$ cat config.mk
export PLATFORM = sky130hd
export DESIGN_NAME = sprite_fetch_mc
export DESIGN_NICKNAME = d
export VERILOG_FILES = /design/src/rtl/sprite_pkg.sv /design/src/rtl/rr_pick2.sv /design/src/rtl/sprite_rom_dp.sv /design/src/rtl/sprite_fetch_mc.sv
export SDC_FILE = /design/constraint.sdc
export NUM_CORES = 1
export LEC_CHECK = 0
export BUFFER_PORTS_ARGS = -buffer_cell sky130_fd_sc_hd__buf_4
export CORE_ASPECT_RATIO = 0.75
export CORE_UTILIZATION = 57
export DETAILED_ROUTE_END_ITERATION = 6
export GPL_TIMING_DRIVEN = 0
export PLACE_DENSITY_LB_ADDON = 0.1
export SETUP_SLACK_MARGIN = 0.1
export SLEW_MARGIN = 20
export SYNTH_ARGS = -nofsm -noshare
export SYNTH_HDL_FRONTEND = slang
export SYNTH_SLANG_ARGS = --single-unit
$ cat constraint.sdc
create_clock -name clk -period 3.23 [get_ports clk]
set_input_delay 0.323 -clock clk [delete_from_list [all_inputs] [get_ports clk]]
set_output_delay 0.323 -clock clk [all_outputs]
set_load 0.02 [all_outputs]
$ cat src/rtl/sprite_pkg.sv
// Shared constants and helpers for the sprite fetch path.
// Defaults mirror the standard 32x32 sprite sheet with magenta-key transparency.
package sprite_pkg;
    localparam int SPR_W_DEF = 32;
    localparam int SPR_H_DEF = 32;
    localparam int SPR_SIZE = SPR_W_DEF * SPR_H_DEF;
    localparam int LATENCY = 3;
    localparam logic [15:0] TRANSP_KEY_DEF = 16'hF81F;

    function automatic int ch_lsb(input int ch, input int width);
        return ch * width;
    endfunction
endpackage

$ cat src/rtl/rr_pick2.sv
// Round-robin picker returning up to two distinct winners, scanning upward from ptr.
// Purely combinational; a channel never wins both slots.
module rr_pick2 #(
    parameter int NUM_CH = 4,
    parameter int PW = $clog2(NUM_CH)
) (
    input  logic [NUM_CH-1:0] req,
    input  logic [PW-1:0]     ptr,
    output logic [PW-1:0]     gnt_a,
    output logic              gnt_a_valid,
    output logic [PW-1:0]     gnt_b,
    output logic              gnt_b_valid
);
    always_comb begin
        int idx;
        gnt_a = '0;
        gnt_a_valid = 1'b0;
        gnt_b = '0;
        gnt_b_valid = 1'b0;
        idx = 0;
        for (int i = 0; i < NUM_CH; i++) begin
            idx = int'(ptr) + i;
            if (idx >= NUM_CH)
                idx = idx - NUM_CH;
            if (req[idx]) begin
                if (!gnt_a_valid) begin
                    gnt_a = PW'(idx);
                    gnt_a_valid = 1'b1;
                end else if (!gnt_b_valid) begin
                    gnt_b = PW'(idx);
                    gnt_b_valid = 1'b1;
                end
            end
        end
    end
endmodule

$ cat src/rtl/sprite_rom_dp.sv
// Dual-port sprite ROM, one registered read per port per cycle, no stalls.
// Mask contents: word[a] = a, except one key-coloured pixel at 16'h0865.
module sprite_rom_dp #(
    parameter int DATA_WIDTH = 16,
    parameter int ADDR_WIDTH = 16,
    parameter logic [DATA_WIDTH-1:0] TRANSP_KEY = 16'hF81F
) (
    input  logic                  clk,
    input  logic [ADDR_WIDTH-1:0] addr_a,
    input  logic [ADDR_WIDTH-1:0] addr_b,
    output logic [DATA_WIDTH-1:0] q_a,
    output logic [DATA_WIDTH-1:0] q_b
);
    function automatic logic [DATA_WIDTH-1:0] rom_word(input logic [ADDR_WIDTH-1:0] a);
        if (a == ADDR_WIDTH'(16'h0865))
            return TRANSP_KEY;
        return DATA_WIDTH'(a);
    endfunction

    always_ff @(posedge clk) begin
        q_a <= rom_word(addr_a);
        q_b <= rom_word(addr_b);
    end
endmodule

$ cat src/rtl/sprite_fetch_mc.sv
// Multi-channel sprite pixel fetch: two round-robin grants per cycle onto a dual-port ROM.
// Fixed 3-cycle response latency, full throughput; responses cannot be stalled.
module sprite_fetch_mc
    import sprite_pkg::*;
#(
    parameter int DATA_WIDTH = 16,
    parameter int ADDR_WIDTH = 16,
    parameter int NUM_CH     = 4,
    parameter int SPR_W      = SPR_W_DEF,
    parameter int SPR_H      = SPR_H_DEF,
    parameter int ID_WIDTH   = 3,
    parameter logic [DATA_WIDTH-1:0] TRANSP_KEY = DATA_WIDTH'(TRANSP_KEY_DEF)
) (
    input  logic                         clk,
    input  logic                         reset,
    input  logic [NUM_CH-1:0]            req_valid,
    output logic [NUM_CH-1:0]            req_ready,
    input  logic [NUM_CH*ID_WIDTH-1:0]   req_id,
    input  logic [NUM_CH*8-1:0]          req_x,
    input  logic [NUM_CH*8-1:0]          req_y,
    output logic [NUM_CH-1:0]            rsp_valid,
    output logic [NUM_CH*DATA_WIDTH-1:0] rsp_data,
    output logic [NUM_CH-1:0]            rsp_transparent
);
    localparam int PW = $clog2(NUM_CH);
    localparam int SPR_SZ = SPR_W * SPR_H;

    logic [PW-1:0]         rr_ptr, gnt_a, gnt_b;
    logic                  gnt_a_valid, gnt_b_valid;
    logic [NUM_CH-1:0]     req_live;
    logic [ADDR_WIDTH-1:0] ch_addr [NUM_CH];
    logic [NUM_CH-1:0]     ch_oob;

    logic [ADDR_WIDTH-1:0] s1_addr_a, s1_addr_b;
    logic [PW-1:0]         s1_tag_a, s1_tag_b, s2_tag_a, s2_tag_b;
    logic                  s1_vld_a, s1_vld_b, s2_vld_a, s2_vld_b;
    logic                  s1_oob_a, s1_oob_b, s2_oob_a, s2_oob_b;
    logic [DATA_WIDTH-1:0] q_a, q_b, pix_a, pix_b;

    function automatic logic [PW-1:0] wrap_inc(input logic [PW-1:0] i);
        return (i == PW'(NUM_CH - 1)) ? '0 : i + 1'b1;
    endfunction

    // Grants are suppressed during reset so nothing is accepted into a squashed pipe.
    assign req_live = reset ? '0 : req_valid;

    rr_pick2 #(.NUM_CH(NUM_CH)) u_pick (
        .req         (req_live),
        .ptr         (rr_ptr),
        .gnt_a       (gnt_a),
        .gnt_a_valid (gnt_a_valid),
        .gnt_b       (gnt_b),
        .gnt_b_valid (gnt_b_valid)
    );

    always_comb begin
        req_ready = '0;
        if (gnt_a_valid)
            req_ready[gnt_a] = 1'b1;
        if (gnt_b_valid)
            req_ready[gnt_b] = 1'b1;
    end

    always_comb begin
        for (int c = 0; c < NUM_CH; c++) begin
            ch_oob[c] = (32'(req_x[ch_lsb(c, 8) +: 8]) >= 32'(SPR_W)) ||
                        (32'(req_y[ch_lsb(c, 8) +: 8]) >= 32'(SPR_H));
            ch_addr[c] = ch_oob[c] ? '0 :
                ADDR_WIDTH'(32'(req_id[ch_lsb(c, ID_WIDTH) +: ID_WIDTH]) * 32'(SPR_SZ) +
                            32'(req_y[ch_lsb(c, 8) +: 8]) * 32'(SPR_W) +
                            32'(req_x[ch_lsb(c, 8) +: 8]));
        end
    end

    always_ff @(posedge clk) begin
        if (reset) begin
            rr_ptr   <= '0;
            s1_vld_a <= 1'b0;
            s1_vld_b <= 1'b0;
            s2_vld_a <= 1'b0;
            s2_vld_b <= 1'b0;
        end else begin
            s1_vld_a <= gnt_a_valid;
            s1_vld_b <= gnt_b_valid;
            s2_vld_a <= s1_vld_a;
            s2_vld_b <= s1_vld_b;
            if (gnt_b_valid)
                rr_ptr <= wrap_inc(gnt_b);
            else if (gnt_a_valid)
                rr_ptr <= wrap_inc(gnt_a);
        end
    end

    always_ff @(posedge clk) begin
        s1_addr_a <= ch_addr[gnt_a];
        s1_addr_b <= ch_addr[gnt_b];
        s1_tag_a  <= gnt_a;
        s1_tag_b  <= gnt_b;
        s1_oob_a  <= ch_oob[gnt_a];
        s1_oob_b  <= ch_oob[gnt_b];
        s2_tag_a  <= s1_tag_a;
        s2_tag_b  <= s1_tag_b;
        s2_oob_a  <= s1_oob_a;
        s2_oob_b  <= s1_oob_b;
    end

    sprite_rom_dp #(
        .DATA_WIDTH (DATA_WIDTH),
        .ADDR_WIDTH (ADDR_WIDTH),
        .TRANSP_KEY (TRANSP_KEY)
    ) u_rom (
        .clk    (clk),
        .addr_a (s1_addr_a),
        .addr_b (s1_addr_b),
        .q_a    (q_a),
        .q_b    (q_b)
    );

    assign pix_a = s2_oob_a ? TRANSP_KEY : q_a;
    assign pix_b = s2_oob_b ? TRANSP_KEY : q_b;

    // Ports A and B always carry different channels, so the two writes never collide.
    always_ff @(posedge clk) begin
        if (reset) begin
            rsp_valid       <= '0;
            rsp_data        <= '0;
            rsp_transparent <= '0;
        end else begin
            rsp_valid <= '0;
            if (s2_vld_a) begin
                rsp_valid[s2_tag_a] <= 1'b1;
                rsp_data[ch_lsb(int'(s2_tag_a), DATA_WIDTH) +: DATA_WIDTH] <= pix_a;
                rsp_transparent[s2_tag_a] <= (pix_a == TRANSP_KEY);
            end
            if (s2_vld_b) begin
                rsp_valid[s2_tag_b] <= 1'b1;
                rsp_data[ch_lsb(int'(s2_tag_b), DATA_WIDTH) +: DATA_WIDTH] <= pix_b;
                rsp_transparent[s2_tag_b] <= (pix_b == TRANSP_KEY);
            end
        end
    end
endmodule

After elaboration in Yosys (flattened, before gate mapping). Cells that the tools add are included. W data, S select, Z words.

Bits of input ports: 82. Memories kept: 0. Latch bits: 0. Flip-flop bits (word level): 154. ROM bits: 0. RAM bits: 0.

Shift-type cells: 4. $mul: 0. Bitwise gates (word level): 4. Add/sub/neg operators: 19. Equality and inequality tests: 6. $lt $le $gt $ge: 26. Divide/modulo/power cells: 0. Reductions and logical operators: 9. Multiplexer cells: 91.

Operators by type and width (number): $mux W64 (3); $mux W16 (10); $bwmux W64 (2); $lt A32 B4 Y1 const B (4); $mux W32 (4); $shift A16 B33 Y64 const A (2); $shiftx A16 B33 Y64 (2); $ge A32 B4 Y1 const B (3); $sub A32 B4 Y32 const B (3); $neg A6 Y33 (2); $bmux W16 S2 (2); $ge A8 B6 Y1 const B (8); $add A14 B8 Y15 (4); $mux W15 (4); $add A13 B13 Y14 (4); $mux W2 (19); $mux W4 (9); $eq A16 B12 Y1 const B (2); $eq A16 B16 Y1 const B (2); $mux W1 (26); $bmux W1 S2 (6); $lt A2 B3 Y1 const B (4); $bwmux W4 (2); $demux W1 S2 (4); 13 further kinds (28).

Depth between registers and ports, before layout.
Depth in word-level cells: 20. Mapped depth: 12. Mapped depth without buffers: 10.

By module. Synthesis repeated with hierarchy kept, for this count alone.

Cell total of the unflattened synthesis: 916. Area, all modules: 8434.3 sq um.

Modules (own cells, without submodules): sprite_fetch_mc (cells an instance 737, sequential area each 2362.3 sq um, area an instance 6804.0 sq um, instances 1); sprite_rom_dp (cells an instance 94, sequential area each 640.6 sq um, area an instance 1027.2 sq um, instances 1); rr_pick2 (cells an instance 85, sequential area each 0.0 sq um, area an instance 603.1 sq um, instances 1).

Worst setup path after synthesis. OpenSTA, ideal clock, no wires.

Kind: flip-flop to output port. Start: register rr_ptr[1]. End: output req_ready[3]. Buffers on the path: 2. Stages on the path, launching flop included: 12. Path slack: 0.317 ns. Arrival: 2.590 ns. Cells stage by stage: dfxtp_1 -> buf_2 -> mux2_2 -> o2bb2ai_1 -> ha_1 -> or3_1 -> o311ai_4 -> buf_4 -> inv_1 -> ha_1 -> nand2_1 -> o21ai_0.

Elaborated cells between the ends (all ways): 65. Those cells by class: add/sub (7); order compare (8); mux (47); bitwise (1); reduce/logical (2).

RTL lines: start, declared (line sprite_fetch_mc.sv:28) `logic [PW-1:0] rr_ptr, gnt_a, gnt_b;`; start signal, assigned (line sprite_fetch_mc.sv:88) `rr_ptr <= wrap_inc(gnt_b);`; start signal, assigned (line sprite_fetch_mc.sv:90) `rr_ptr <= wrap_inc(gnt_a);`; parallel branches: the longest is 11 deep, another holds $sub A32 B4 Y32; $mux W2 (*) (line rr_pick2.sv:25) `if (req[idx]) begin`; via gnt_a[0] (line sprite_fetch_mc.sv:28); $lt A2 B3 Y1 (implied by the code) / $ge A2 B1 Y1 (equally long branches) (line sprite_fetch_mc.sv:59) `req_ready[gnt_a] = 1'b1;`; $logic_and A1 B1 Y1 (implied by the code) (line sprite_fetch_mc.sv:59); $mux W1 (implied by the code) (line sprite_fetch_mc.sv:59); $demux W1 S2 (*) (line sprite_fetch_mc.sv:59); $mux W4 (*) (line sprite_fetch_mc.sv:58) `if (gnt_a_valid)`; $or A4 B4 Y4 (no line); $mux W4 (*) (line sprite_fetch_mc.sv:60) `if (gnt_b_valid)`; end, declared (line sprite_fetch_mc.sv:17) `output logic [NUM_CH-1:0] req_ready,`.

Mark *: on every way through the listed nets, which the timed path passes. The select of a mux whose other input is x is not followed.

Worst setup path after layout.
Start: register rr_ptr[1]. End: output req_ready[2].

Longest elaborated chain between the ends: 20. Elaborated cells between the ends (all ways): 65. Those cells by class: add/sub (7); order compare (8); mux (47); bitwise (1); reduce/logical (2).

Ends and longest elaborated chain (line): parallel branches: the longest is 19 deep, another holds $sub A32 B4 Y32; $mux W4 (*) (sprite_fetch_mc.sv:60).

Mark *: on every way between the ends. The select of a mux whose other input is x is not followed.

==> impl_results.md <==
- Outcome: complete, but fails checks
- Failing checks: design-rule violations
- Max incr delay on CP: between 0.3 and 0.4 ns
- WL per Instance: 18.25 um
- Yosys warnings: 0
- I/O pin cnt: between 150 and 200
- Worst hold start: req_x[9]
- Max Cap Viol: 0
- Clock Tree Root: clkbuf_16
- Relative slew slack: 0.2125
- Core area: roughly 15000 um2
- Global Route met3 Usage: 0.08725
- DR pass1 iterations: 7
- Worst Setup SP: rr_ptr[1]
- Later-pin clock latency in the skew report: 0.42 ns
- GRT Total Usage: 0.3368
- GRT overflow: 0
- Post-synth EDFFs: 0
- Layout area overhead: 26.74%
- Port bufs: 156
- CTS Hold Bufs: 0
- Yosys reg bits: 148
- Endpoint class of the critical path: output pin
- Critical Path AT: 2.83 ns
- Syn_area_per_cell: 8.337 um2
- Final setup viols: 0
- Placed wire-length estimate: 19600 um
- M1 GR Usage: 0.4746
- Initial antenna violation count: 0
- Critical Path RT: 2.91 ns
- CTS tree: yes
- Placed cells: 1381
- Width of the die: 143.4 um
- # clock sinks: 148
- Top cells by area, synth: dfxtp_1, mux2i_1, ha_1
- Asr flop ratio synth: 0
- Setup repair after global routing missed its margin: yes
- Die Y: 108.0 um
- DR iter-0 viols: 835
- RR Startpoint: rr_ptr[1]
- Mapped Area: 8546 um2
- Placed inst area: between 9000 and 10000 um2
- Rows: 38
- Area share of the largest cell type after synthesis: 0.3467
- Most used cell, CP: buf_6
- Final Util: 0.7444
- Routability cong.: between 0.9 and 1
- Layer with the highest usage: met2
- Layout cells sized above 1: 0.2278
- Clk slew on worst S/H paths: ~0.06 ns
- Post-synth top cells: dfxtp_1, nand2_1, nor2_1, o21ai_0, a21oi_1
- Met2 GRT Util: 0.5153
- Seq/Total Area, Yosys: 0.3467
- H-tree lvl count: 4
- Initial Util: 0.5874
- Post-synth top area cell: dfxtp_1
- Largest net degree at the start of global routing: 17
- Leakage: roughly 0.0046 uW
- Worst reg-to-reg path cell count: 14
- Min-delay worst type: in2reg
- Crit path launch type: register
- Worst-path cell chain: buf_6 -> mux2_4 -> o2bb2ai_4 -> ha_4 -> inv_1 -> a22oi_2 -> o311ai_4 -> buf_6 -> buf_4 -> ha_1 -> nand2_1 -> o21ai_2 -> buf_6
- NumNets Final: between 1000 and 1500
- Most numerous cell in the Yosys netlist: dfxtp_1
- Worst vdd ir: 509.4 uV
- Final cycle utilization of the critical path: 0.9755
- CTS buffer count: 17
- Critical path's slowest cell: mux2_4
- First-pass GRT wire length: 39990 um
- Hold path cells: 4
- Residual DRC: 4
- Setup Skew: 0.009390 ns
- Syn Inst Count: 1025
- Max clock buf depth: 2
- DR vias: 8384
- Final TNS setup: 0 ns
- Hold Vio Cnt, Final: 0
- FMAX: 317.4 MHz
- Vias in the first global route: 7674
- Min Tclk post-route: 3.151 ns
- WS Path Type: reg2out
- Final instance area: 10830 um2
- Via/cell ratio: 5.867
- Final Max Tran Viols: 0
- Synth unique cells: between 60 and 70
- Final std cells w/o fill: 1429
- Die area: 15490 um2
- Antenna viol nets, final: 0
- Tightest Pin Transition: 1.170 ns
- Critical-path maximum fanout: 7
- Dominant synthesized flop cell: dfxtp_1
- Final WL: around 26000 um
- PD cells: 677.2 nW/um2
- Synthesized Nets: 1155
- # diodes: 0
-- flip-flops by register name, summed over array words and instances, names as in the netlist --
signal / cells
s2_tag_b: 2
rr_ptr: 2
s2_tag_a: 2
s2_oob_b: 1
s1_vld_b: 1
s1_tag_b: 2
rsp_transparent: 4
s2_oob_a: 1
s1_vld_a: 1
rsp_valid: 4
s1_addr_a: 14
s1_tag_a: 2
s2_vld_a: 1
u_rom.q_b: 15
u_rom.q_a: 15
s1_oob_a: 1
s1_addr_b: 14
s2_vld_b: 1
s1_oob_b: 1
rsp_data: 64
-- cell type report --
type                            count  area [um2]
Multi-Input combinational cell    768        5221
Fill cell                        1159        3719
Sequential cell                   148        2964
Timing Repair Buffer              173        1314
Clock buffer                       17       425.4
Buffer                             77       387.9
Tap cell                          200       250.2
Clock inverter                     15       143.9
Inverter                           31       123.9
-- power breakdown --
part / internal (uW) / leakage (uW) / total, uW / switching (uW)
Clock: 1080 / 0.000279 / 1900 / 821
Sequential: 2070 / 0.00120 / 2270 / 200
Combinational: 1440 / 0.00314 / 3170 / 1730
-- layout by cell type (no fill, tap or decap), types with 6 or more instances in the layout --
cell type | Yosys | final
xnor2_1 | 16 | 16
nand4_1 | 7 | 7
nand2b_1 | 21 | 21
or3_1 | 7 | 6
inv_1 | 29 | 28
a21oi_1 | 70 | 70
mux2i_1 | 56 | 54
dfxtp_1 | 148 | 147
buf_2 | 8 | 7
clkbuf_1 | 56 | 55
a22oi_1 | 41 | 40
o22a_1 | 28 | 28
mux2_2 | 22 | 20
nor3_1 | 13 | 13
and3_1 | 7 | 7
nand2_1 | 120 | 120
a22o_1 | 14 | 14
nor2b_1 | 23 | 23
clkbuf_16 | 0 | 17
o21ai_0 | 71 | 69
buf_6 | 7 | 14
nand3_1 | 16 | 16
a21o_1 | 11 | 11
and2_1 | 6 | 6
buf_4 | 2 | 170
xor2_1 | 7 | 7
nor2_1 | 100 | 99
or2_2 | 10 | 10
ha_1 | 44 | 41
-- critical path, delay by kind of cell, from the launching register on --
| kind | cells | cell delay [ns] |
|---|---|---|
| AOI/OAI and AO/OA | 4 | 0.62 |
| adders and majority gates | 2 | 0.44 |
| buffers and inverters | 5 | 0.59 |
| DFF | 1 | 0.33 |
| muxes | 1 | 0.35 |
| and+or+nand+nor | 1 | 0.07 |
-- metrics by stage --
stage	setup WS, ns	power [uW]	hold slack, ns
after CTS	0.08959	7059	0.2827
after global routing	0.0008133	7667	0.3183
after floorplan	0.3167	4197	0.3096
final	0.07918	7334	0.2872
after detailed placement	-0.1997	4987	0.3128
after global placement	-0.1675	4960	0.3110
-- final timing paths --
path / end / slack [ns]
setup / recovery: req_ready[2] / 0.08
hold / removal: s1_addr_b[1] / 0.29
setup reg to reg: s1_addr_b[5] / 0.38
hold reg to reg: s2_tag_b[1] / 0.33
-- cells by family (layout without fill, tap and decap cells) --
kind of cell	Yosys count	in the layout	share of synthesized area
compound gates	264	264	0.2047
xor+xnor	23	23	0.02357
simple gates	353	353	0.1953
buf+inv	109	313	0.05608
mux	80	80	0.09985
fa+ha+maj	48	48	0.07379
flops	148	148	0.3467
-- metal layers --
layer | up-vias | share of wire
met5 | - | 0
met4 | 0 | 0.013
met3 | 42 | 0.098
met2 | 396 | 0.44
met1 | 3941 | 0.45
li1 | 4005 | -
-- timing repair --
action,in CTS,in global routing
endpoints found under the setup margin,5,4
gates resized for setup,26,17
pin swaps,2,10
buffers inserted,8,9
Note: power is estimated with default switching activity, not from simulation.
